<file path="config.mk">
export PLATFORM = sky130hd
export DESIGN_NAME = ex_muldiv_ctrl
export DESIGN_NICKNAME = d
export VERILOG_FILES = /design/src/rtl/ex_muldiv_ctrl_pkg.sv /design/src/rtl/muldiv_iter.sv /design/src/rtl/ex_muldiv_ctrl.sv
export SDC_FILE = /design/constraint.sdc
export NUM_CORES = 1
export LEC_CHECK = 0
export CORE_AREA = 10 10 173 175
export CTS_BUF_LIST = sky130_fd_sc_hd__clkbuf_4
export DETAILED_ROUTE_END_ITERATION = 8
export DIE_AREA = 0 0 183 185
export GPL_TIMING_DRIVEN = 1
export PLACE_DENSITY = 0.86
export RECOVER_POWER = 50
export SLEW_MARGIN = 5
export SYNTH_ARGS = -nofsm -noshare
export SYNTH_HDL_FRONTEND = slang
export SYNTH_SLANG_ARGS = --single-unit
</file>
<file path="constraint.sdc">
create_clock -name clk -period 4.1 [get_ports clk]
set_clock_uncertainty 0.05 [all_clocks]
set_input_delay 0.615 -clock clk [delete_from_list [all_inputs] [get_ports clk]]
set_output_delay 0.615 -clock clk [all_outputs]
set_load 0.01 [all_outputs]
</file>
<file path="src/rtl/ex_muldiv_ctrl_pkg.sv">
// rtl/ex_muldiv_ctrl_pkg.sv - shared constants and state encoding for the RV32M sequencer
package ex_muldiv_ctrl_pkg;

    localparam int WIDTH_DEF = 32;

    localparam logic [2:0] F3_MUL    = 3'b000;
    localparam logic [2:0] F3_MULH   = 3'b001;
    localparam logic [2:0] F3_MULHSU = 3'b010;
    localparam logic [2:0] F3_MULHU  = 3'b011;
    localparam logic [2:0] F3_DIV    = 3'b100;
    localparam logic [2:0] F3_DIVU   = 3'b101;
    localparam logic [2:0] F3_REM    = 3'b110;
    localparam logic [2:0] F3_REMU   = 3'b111;

    typedef enum logic [1:0] {
        ST_IDLE = 2'd0,
        ST_CALC = 2'd1,
        ST_FIX  = 2'd2,
        ST_DONE = 2'd3
    } state_e;

    function automatic logic is_div_op(input logic [2:0] f3);
        return f3[2];
    endfunction

endpackage

</file>
<file path="src/rtl/muldiv_iter.sv">
// rtl/muldiv_iter.sv - one combinational shift-add multiply or restoring divide step
module muldiv_iter #(
    parameter int WIDTH = 32
) (
    input  logic [2*WIDTH-1:0] acc_i,
    input  logic [WIDTH-1:0]   op_a_i,
    input  logic [WIDTH-1:0]   op_b_i,
    input  logic               is_div_i,
    output logic [2*WIDTH-1:0] acc_o,
    output logic [WIDTH-1:0]   op_a_o
);

    logic [WIDTH:0] sum;
    logic [WIDTH:0] rem_sh;
    logic [WIDTH:0] diff;

    // Multiply: acc is the 64-bit product, op_a the multiplier shifting right.
    // Divide: acc low word is the partial remainder, op_a collects quotient bits.
    always_comb begin
        sum    = {1'b0, acc_i[2*WIDTH-1:WIDTH]} + {1'b0, op_b_i & {WIDTH{op_a_i[0]}}};
        rem_sh = {acc_i[WIDTH-1:0], op_a_i[WIDTH-1]};
        diff   = rem_sh - {1'b0, op_b_i};
        if (is_div_i) begin
            if (!diff[WIDTH]) begin
                acc_o  = {{WIDTH{1'b0}}, diff[WIDTH-1:0]};
                op_a_o = {op_a_i[WIDTH-2:0], 1'b1};
            end else begin
                acc_o  = {{WIDTH{1'b0}}, rem_sh[WIDTH-1:0]};
                op_a_o = {op_a_i[WIDTH-2:0], 1'b0};
            end
        end else begin
            acc_o  = {sum, acc_i[WIDTH-1:1]};
            op_a_o = {1'b0, op_a_i[WIDTH-1:1]};
        end
    end

endmodule

</file>
<file path="src/rtl/ex_muldiv_ctrl.sv">
// rtl/ex_muldiv_ctrl.sv - EX-stage multi-cycle RV32M multiply/divide sequencer with pipeline stall
module ex_muldiv_ctrl
    import ex_muldiv_ctrl_pkg::*;
#(
    parameter int WIDTH = WIDTH_DEF,
    parameter int CNT_W = 5
) (
    input  logic             clk,
    input  logic             rst,
    input  logic             start,
    input  logic [2:0]       funct3,
    input  logic [WIDTH-1:0] rs1,
    input  logic [WIDTH-1:0] rs2,
    input  logic             kill,
    output logic             stall,
    output logic             busy,
    output logic [WIDTH-1:0] result,
    output logic             result_valid
);

    localparam logic [WIDTH-1:0] MIN_NEG = {1'b1, {(WIDTH-1){1'b0}}};
    localparam logic [WIDTH-1:0] ALL_ONE = {WIDTH{1'b1}};

    state_e             state_q, state_d;
    logic [CNT_W-1:0]   cnt_q, cnt_d;
    logic [2:0]         f3_q, f3_d;
    logic [2*WIDTH-1:0] acc_q, acc_d;
    logic [WIDTH-1:0]   a_q, a_d;
    logic [WIDTH-1:0]   b_q, b_d;
    logic               neg_q, neg_d;
    logic [WIDTH-1:0]   res_q, res_d;

    logic [2*WIDTH-1:0] iter_acc;
    logic [WIDTH-1:0]   iter_a;
    logic               sgn_a, sgn_b;
    logic               div_zero, div_ovf;
    logic [2*WIDTH-1:0] prod_fix;
    logic [WIDTH-1:0]   quo_fix, rem_fix;

    muldiv_iter #(.WIDTH(WIDTH)) u_iter (
        .acc_i    (acc_q),
        .op_a_i   (a_q),
        .op_b_i   (b_q),
        .is_div_i (is_div_op(f3_q)),
        .acc_o    (iter_acc),
        .op_a_o   (iter_a)
    );

    // MUL's low word is sign-agnostic, so it runs as unsigned.
    assign sgn_a = rs1[WIDTH-1] & (funct3 == F3_MULH || funct3 == F3_MULHSU ||
                                   funct3 == F3_DIV  || funct3 == F3_REM);
    assign sgn_b = rs2[WIDTH-1] & (funct3 == F3_MULH || funct3 == F3_DIV || funct3 == F3_REM);

    assign div_zero = is_div_op(funct3) && (rs2 == '0);
    assign div_ovf  = (funct3 == F3_DIV || funct3 == F3_REM) && (rs1 == MIN_NEG) && (rs2 == ALL_ONE);

    assign prod_fix = neg_q ? -acc_q : acc_q;
    assign quo_fix  = neg_q ? -a_q : a_q;
    assign rem_fix  = neg_q ? -acc_q[WIDTH-1:0] : acc_q[WIDTH-1:0];

    always_comb begin
        state_d = state_q;
        cnt_d   = cnt_q;
        f3_d    = f3_q;
        acc_d   = acc_q;
        a_d     = a_q;
        b_d     = b_q;
        neg_d   = neg_q;
        res_d   = res_q;
        case (state_q)
            ST_IDLE: begin
                if (start && !kill) begin
                    f3_d  = funct3;
                    a_d   = sgn_a ? -rs1 : rs1;
                    b_d   = sgn_b ? -rs2 : rs2;
                    acc_d = '0;
                    cnt_d = '0;
                    neg_d = (funct3 == F3_REM || funct3 == F3_REMU) ? sgn_a : (sgn_a ^ sgn_b);
                    if (div_zero) begin
                        res_d   = funct3[1] ? rs1 : ALL_ONE;
                        state_d = ST_DONE;
                    end else if (div_ovf) begin
                        res_d   = funct3[1] ? '0 : MIN_NEG;
                        state_d = ST_DONE;
                    end else begin
                        state_d = ST_CALC;
                    end
                end
            end
            ST_CALC: begin
                if (kill) begin
                    state_d = ST_IDLE;
                end else begin
                    acc_d = iter_acc;
                    a_d   = iter_a;
                    cnt_d = cnt_q + 1'b1;
                    if (cnt_q == CNT_W'(WIDTH-1)) begin
                        state_d = ST_FIX;
                    end
                end
            end
            ST_FIX: begin
                if (kill) begin
                    state_d = ST_IDLE;
                end else begin
                    case (f3_q)
                        F3_MUL:                   res_d = prod_fix[WIDTH-1:0];
                        F3_MULH, F3_MULHSU,
                        F3_MULHU:                 res_d = prod_fix[2*WIDTH-1:WIDTH];
                        F3_DIV, F3_DIVU:          res_d = quo_fix;
                        default:                  res_d = rem_fix;
                    endcase
                    state_d = ST_DONE;
                end
            end
            default: state_d = ST_IDLE;
        endcase
    end

    always_ff @(posedge clk) begin
        if (rst) begin
            state_q <= ST_IDLE;
            cnt_q   <= '0;
            f3_q    <= '0;
            acc_q   <= '0;
            a_q     <= '0;
            b_q     <= '0;
            neg_q   <= 1'b0;
            res_q   <= '0;
        end else begin
            state_q <= state_d;
            cnt_q   <= cnt_d;
            f3_q    <= f3_d;
            acc_q   <= acc_d;
            a_q     <= a_d;
            b_q     <= b_d;
            neg_q   <= neg_d;
            res_q   <= res_d;
        end
    end

    assign busy         = (state_q == ST_CALC) || (state_q == ST_FIX);
    assign stall        = ((state_q == ST_IDLE) && start && !kill) || busy;
    assign result       = res_q;
    assign result_valid = (state_q == ST_DONE);

endmodule

</file>
==> results of run 1 <==
[Yosys cell counts, types with 10 or more instances]
master / instances / area (um2)
or3_1: 24 / 150.1
nand3_1: 27 / 135.1
nor4_1: 25 / 156.4
nand2b_1: 22 / 137.6
inv_1: 69 / 259.0
o41ai_1: 19 / 166.4
a21oi_1: 159 / 795.8
nand4_1: 16 / 100.1
nor3_1: 37 / 185.2
ha_1: 75 / 938.4
dfxtp_1: 171 / 3423
o22ai_1: 32 / 200.2
mux2i_1: 61 / 610.6
o21a_1: 16 / 120.1
a211oi_1: 33 / 247.7
xnor2_1: 102 / 893.4
xor2_1: 92 / 805.8
or4_1: 17 / 127.6
o221ai_1: 25 / 219.0
nor2b_1: 13 / 81.33
buf_1: 15 / 56.30
and3_1: 11 / 68.82
a21o_1: 34 / 255.2
o2bb2ai_1: 25 / 219.0
a22oi_1: 44 / 330.3
o31ai_1: 33 / 247.7
o21ai_0: 132 / 660.6
o211ai_1: 33 / 247.7
a31oi_1: 17 / 106.4
clkbuf_1: 112 / 420.4
nor2_1: 163 / 611.8
nand2_1: 171 / 641.9
o21bai_1: 10 / 75.07
[state kept, by name, indices dropped and copies added, names as in the netlist]
register  flops
neg_q         1
state_q       2
a_q          32
b_q          32
f3_q          3
result       32
cnt_q         5
acc_q        64
[layout make-up]
type,count,area (um2),share of cell area
Antenna cell,1,2.502,0.0001536
Clock buffer,18,135.1,0.008296
Clock inverter,14,148.9,0.009140
Inverter,70,262.8,0.01613
Multi-Input combinational cell,1566,10460,0.6421
Sequential cell,171,3426,0.2103
Tap cell,341,426.7,0.02619
Timing Repair Buffer,154,1429,0.08772
[where the power goes]
group,internal (mW),switching (mW)
combinational,0.649,1.11
sequential,1.76,0.132
clock,0.370,0.678
total,2.78,1.92
[worst paths after layout]
path | from | endpoint | slack (ps) | cells past startpoint
setup / recovery | a_q[31]$_SDFFE_PP0P_ | a_q[0]$_SDFFE_PP0P_ | 240 | 13
hold / removal | b_q[31]$_SDFFE_PP0P_ | b_q[31]$_SDFFE_PP0P_ | 410 | 2
setup reg to reg | a_q[31]$_SDFFE_PP0P_ | a_q[0]$_SDFFE_PP0P_ | 240 | 13
hold reg to reg | b_q[31]$_SDFFE_PP0P_ | b_q[31]$_SDFFE_PP0P_ | 410 | 2
[kinds of logic after synthesis]
| kind of cell | count (synthesis) | share of synthesized area |
|---|---|---|
| AO/OA/AOI/OAI | 679 | 0.3087 |
| AND/OR/NAND/NOR | 553 | 0.1779 |
| buffers and inverters | 203 | 0.05303 |
| XOR/XNOR | 194 | 0.1162 |
| flip-flops | 171 | 0.2340 |
| adder cells (fa/ha/maj) | 77 | 0.06689 |
| multiplexers | 63 | 0.04328 |
[per-layer routing]
layer  share of wire  track usage
met4           0.038       0.1098
met2            0.45       0.4409
met5               0            0
met1            0.43       0.3610
met3           0.080      0.04075
[per-stage QoR]
| step | hold slack (ps) | cell area [um2] | instances | total power, mW |
|---|---|---|---|---|
| final | 409.5 | 16290 | 2335 | 4.700 |
| after global routing | 428.9 | 16290 | 2335 | 4.925 |
| after CTS | 414.3 | 16320 | 2334 | 4.658 |
| after detailed placement | 396.4 | 16040 | 2302 | 3.642 |
| after global placement | 392.6 | 16040 | 2302 | 3.612 |
| after floorplan | 381.9 | 14630 | 1940 | 3.119 |
[critical path: stages (launching register included)]
cell       delay (ps)
dfxtp_1           470
inv_1             150
ha_1              260
fa_1              400
nand2b_1          200
a21oi_1           240
o21ba_2           230
a211o_1           160
a31oi_1           170
o41ai_2           440
xnor2_2           180
buf_12            250
a21oi_1           100
a2111oi_0         430
==> summary.md, run 1 <==
| Metric | Value |
|---|---|
| Status | finished, violations left |
| Failing checks | capacitance limit, slew limit |
| Endpoints failing hold | 0 |
| Post-CTS Hold Buffers | 0 |
| Initial Util | 0.5504 |
| First-pass GRT wire length | 76,300 um |
| Final period util | 0.9408 |
| Startpoint types | register |
| Setup WS post-layout | 242.7 ps |
| CTS Root Cell | clkbuf_4 |
| Post-synth ARST share | 0 |
| Clock-pin slew on the worst setup and hold paths | 160 ps |
| Period minus WS final | 3857 ps |
| Core Region | 26,580 um2 |
| Vias per cell | 6.588 |
| CP required | 4530 ps |
| Clock sinks | 171 |
| GRT Overall Usage | 0.2742 |
| Max-cap violations | 2 |
| CP Max Fanout | 32 |
| Nets | 2,128 |
| Share of layout cells above drive strength 1 | 0.05319 |
| H-tree Lvls | 4 |
| CP Class | reg -> reg |
| RSZ-0062 raised after global routing | false |
| DR vias | 15,384 |
| Worst hold path class | reg -> reg |
| Slew @ Worst Pin | 1755 ps |
| TNS Setup | 0 ps |
| Synth warn | 0 |
| GRT overflow | 0 |
| CTS Buffer Depth | 2 |
| DRC errors left | 0 |
| Fmax | 0.2593 GHz |
| Die X | 183 um |
| Num rows | 60 |
| Count of cell types in the netlist | 73 |
| Die ar. | 33,860 um2 |
| Number of routed nets with antenna violations | 0 |
| Hpwl dp | 36,460 um |
| Routed WL per cell | 20.57 um |
| 1st-pass router iterations | 5 |
| GPL Wtd Cong | 1.001 |
| Clk_lat worst skew | 610 ps |
| Die Y | 185 um |
| P_leak | 6.264 nW |
| CP Data Arrival Time | 4290 ps |
| CTS buffer count | 17 |
| Max-slew violation count | 62 |
| PwrDens | 288.5 nW/um2 |
| Peak supply drop | 0.1923 mV |
| Place WS | 177.9 ps |
| Slew margin rel. | -0.1702 |
| Vias in the first global route | 14,170 |
| Syn Inst Count | 1,940 |
| Syn_nets | 2,088 |
| Io pins | 106 |
| Syn Std Cell Area | 14,630 um2 |
| CTS tree | done |
| Setup crit end kind | register |
| Post-synthesis register bit count | 171 |
| Post-synthesis sequential area ratio | 0.2340 |
| Largest net degree at the start of global routing | 83 |
| Initial antenna violation count | 1 |
| Finish-stage setup viols | 0 |
| Main synth FF type | dfxtp_1 |
| Most frequent cells in the layout | 171 x nand2_1, 169 x dfxtp_1, 160 x nor2_1 |
| DRT Wirelength | 48,030 um |
| IO buf count | 105 |
| # resized after CTS | 0 |
| Fillers | 2,406 |
| Setup repair bufs after CTS | 0 |
| DRT iter0 DRCs | 1,828 |
| Area Overhead vs Synth | 11.36% |
| Syn_area_per_cell | 7.540 um2 |
| EDFF count, synth | 0 |
| Most common cell after layout, fill and taps aside | nand2_1 |
| Utilization after layout | 0.6129 |
No activity file was read; power rests on OpenSTA's default activity.
==> run 2: changes to the inputs <==
Settings changed: GPL_TIMING_DRIVEN 1 to 0.
==> run 2 against run 1 <==
  * The run now ends clean
  * Global-route usage up 5.3 points
  * Via count up 6.2%
  * Worst hold slack worse by 73 ps
  * Total power up 3.6%
  * Flip-flop and latch count unchanged
  * Sequential power about the same
  * Register-to-register slack worse by 160 ps
  * Die area unchanged
  * First-iteration DRC count up 10%
  * Design area up 1.3%
  * Combinational power up 11%
  * Worst setup slack worse by 160 ps
  * Critical endpoint is now acc_q[61]$_SDFFE_PP0P_
==> summary.md, run 2 (same netlist as run 1, synthesis figures left out) <==
| Metric | Value |
|---|---|
| Status | finished clean |
| Vias in the first global route | 15,513 |
| P_leak | 6.265 nW |
| Num rows | 60 |
| Endpoints failing hold | 0 |
| Worst hold path class | in -> reg |
| CTS Root Cell | clkbuf_4 |
| Vias per cell | 6.745 |
| CTS Buffer Depth | 2 |
| Most used cell, CP | o21ai_0 |
| Finish-stage setup viols | 0 |
| Nets | 2,214 |
| Reg2reg end | acc_q[61]$_SDFFE_PP0P_ |
| WHS Path Cells | 3 |
| Slew margin rel. | 0.2002 |
| Hold Startpoint | rs2[31] |
| Io pins | 106 |
| Hold EP | b_q[31]$_SDFFE_PP0P_ |
| Post-CTS Hold Buffers | 0 |
| Fmax | 0.2486 GHz |
| Worst R2R Setup Slack | 80 ps |
| Clk_lat worst skew | 620 ps |
| Largest reg by FF count | acc_q |
| PwrDens | 294.9 nW/um2 |
| Most common cell after layout, fill and taps aside | nand2_1 |
| Clock sinks | 171 |
| Die X | 183 um |
| Max-cap violations | 0 |
| Area Overhead vs Synth | 12.86% |
| CP Class | reg -> reg |
| DRT iter0 DRCs | 2,016 |
| Hpwl dp | 45,400 um |
| Reg2reg path depth | 13 |
| Worst hold slack | 336.6 ps |
| TNS Setup | 0 ps |
| Setup crit end kind | register |
| Final period util | 0.9810 |
| CTS buffer count | 17 |
| RSZ-0062 raised after global routing | true |
| Place WS | -1249 ps |
| GPL Wtd Cong | 1.056 |
| Slew @ Worst Pin | 1200 ps |
| Die ar. | 33,860 um2 |
| Share of layout cells above drive strength 1 | 0.03944 |
| Initial antenna violation count | 2 |
| Area post-placement | 16,090 um2 |
| Peak supply drop | 0.1434 mV |
| GRT overflow | 0 |
| Design Area, Final | 16,510 um2 |
| Number of routed nets with antenna violations | 0 |
| CP peak stage delay | 880 ps |
| CP Cell Sequence | inv_1 -> clkbuf_1 -> nor2_1 -> ha_1 -> clkbuf_1 -> a21o_1 -> a21o_1 -> a21oi_1 -> o21ai_0 -> o21ai_0 -> o31ai_1 -> xnor2_1 -> o21ai_0 |
| Startpoint types | register |
| H-tree Lvls | 4 |
| Max-slew violation count | 0 |
| CP Data Arrival Time | 4480 ps |
| Most frequent cells in the layout | 171 x nand2_1, 169 x dfxtp_1, 163 x nor2_1 |
| Initial Util | 0.5504 |
| 1st-pass router iterations | 7 |
| Largest register FFs | 64 |
| Fillers | 2,464 |
| DRT Wirelength | 57,880 um |
| Period minus WS final | 4022 ps |
| IO buf count | 102 |
| CP Max Fanout | 10 |
| Routed WL per cell | 23.89 um |
| Core Region | 26,580 um2 |
| First-pass GRT wire length | 87,640 um |
| Die Y | 185 um |
| Multi-input gate area | 10,510 um2 |
| GRT Overall Usage | 0.3275 |
| DR vias | 16,342 |
| CTS tree | done |
| Clock-pin slew on the worst setup and hold paths | 190 ps |
| Reg area | 3428 um2 |
| Setup WS post-layout | 77.97 ps |
| Worst-path cell with the longest stage delay | o21ai_0 |
| Utilization after layout | 0.6212 |
| FF-to-FF Start | a_q[0]$_SDFFE_PP0P_ |
| DRC errors left | 0 |
| Largest net degree at the start of global routing | 19 |
| CP required | 4560 ps |
[run 2: layout make-up]
class | count | area share
Antenna cell | 3 | 0.0004548
Buffer | 133 | 0.03229
Clock buffer | 17 | 0.007731
Clock inverter | 15 | 0.009171
Inverter | 70 | 0.01592
Multi-Input combinational cell | 1566 | 0.6368
Sequential cell | 171 | 0.2077
Tap cell | 341 | 0.02585
Timing Repair Buffer | 107 | 0.06412
[run 2: metal layers]
layer	GRT usage	up-vias	part of all wire
met5	0	-	0
met4	0.2190	0	0.069
met3	0.05897	258	0.092
met2	0.5300	1040	0.45
met1	0.3907	7597	0.39
li1	-	7447	-
[run 2: worst max-delay path by stage]
stage	to	start	depth (start not counted)
floorplan	acc_q[11]$_SDFFE_PP0P_	a_q[31]$_SDFFE_PP0P_	14
CTS	result[9]$_SDFFE_PP0P_	rs2[3]	11
global route	result[22]$_SDFFE_PP0P_	rs2[3]	12
global placement	result[11]$_SDFFE_PP0P_	rs2[3]	11
detailed placement	result[9]$_SDFFE_PP0P_	rs2[3]	11
finish	acc_q[61]$_SDFFE_PP0P_	a_q[0]$_SDFFE_PP0P_	13
[run 2: per-stage QoR]
stage / power [mW] / std cells
after floorplan: 3.119 / 1940
after global placement: 3.719 / 2383
after detailed placement: 3.757 / 2383
after CTS: 4.770 / 2415
after global routing: 5.057 / 2421
final: 4.868 / 2423
[run 2: power by group]
group / switching, mW / internal [mW] / total [mW]
combinational: 1.30 / 0.655 / 1.96
sequential: 0.105 / 1.76 / 1.86
clock: 0.769 / 0.277 / 1.05
[run 2: repair_timing]
item                                    in CTS  in global routing
gates resized for setup                     12                 15
buffers inserted                             0                  5
endpoints found under the setup margin      66                 65
pin swaps                                    0                  2
[run 2: worst max-delay path, delay by kind of cell, from the launching register on]
| kind | cells | cell delay [ps] |
|---|---|---|
| adder cells (fa/ha/maj) | 1 | 290 |
| AO/OA/AOI/OAI | 7 | 1990 |
| flip-flops | 1 | 410 |
| XOR/XNOR | 1 | 150 |
| buffers and inverters | 3 | 920 |
| AND/OR/NAND/NOR | 1 | 100 |
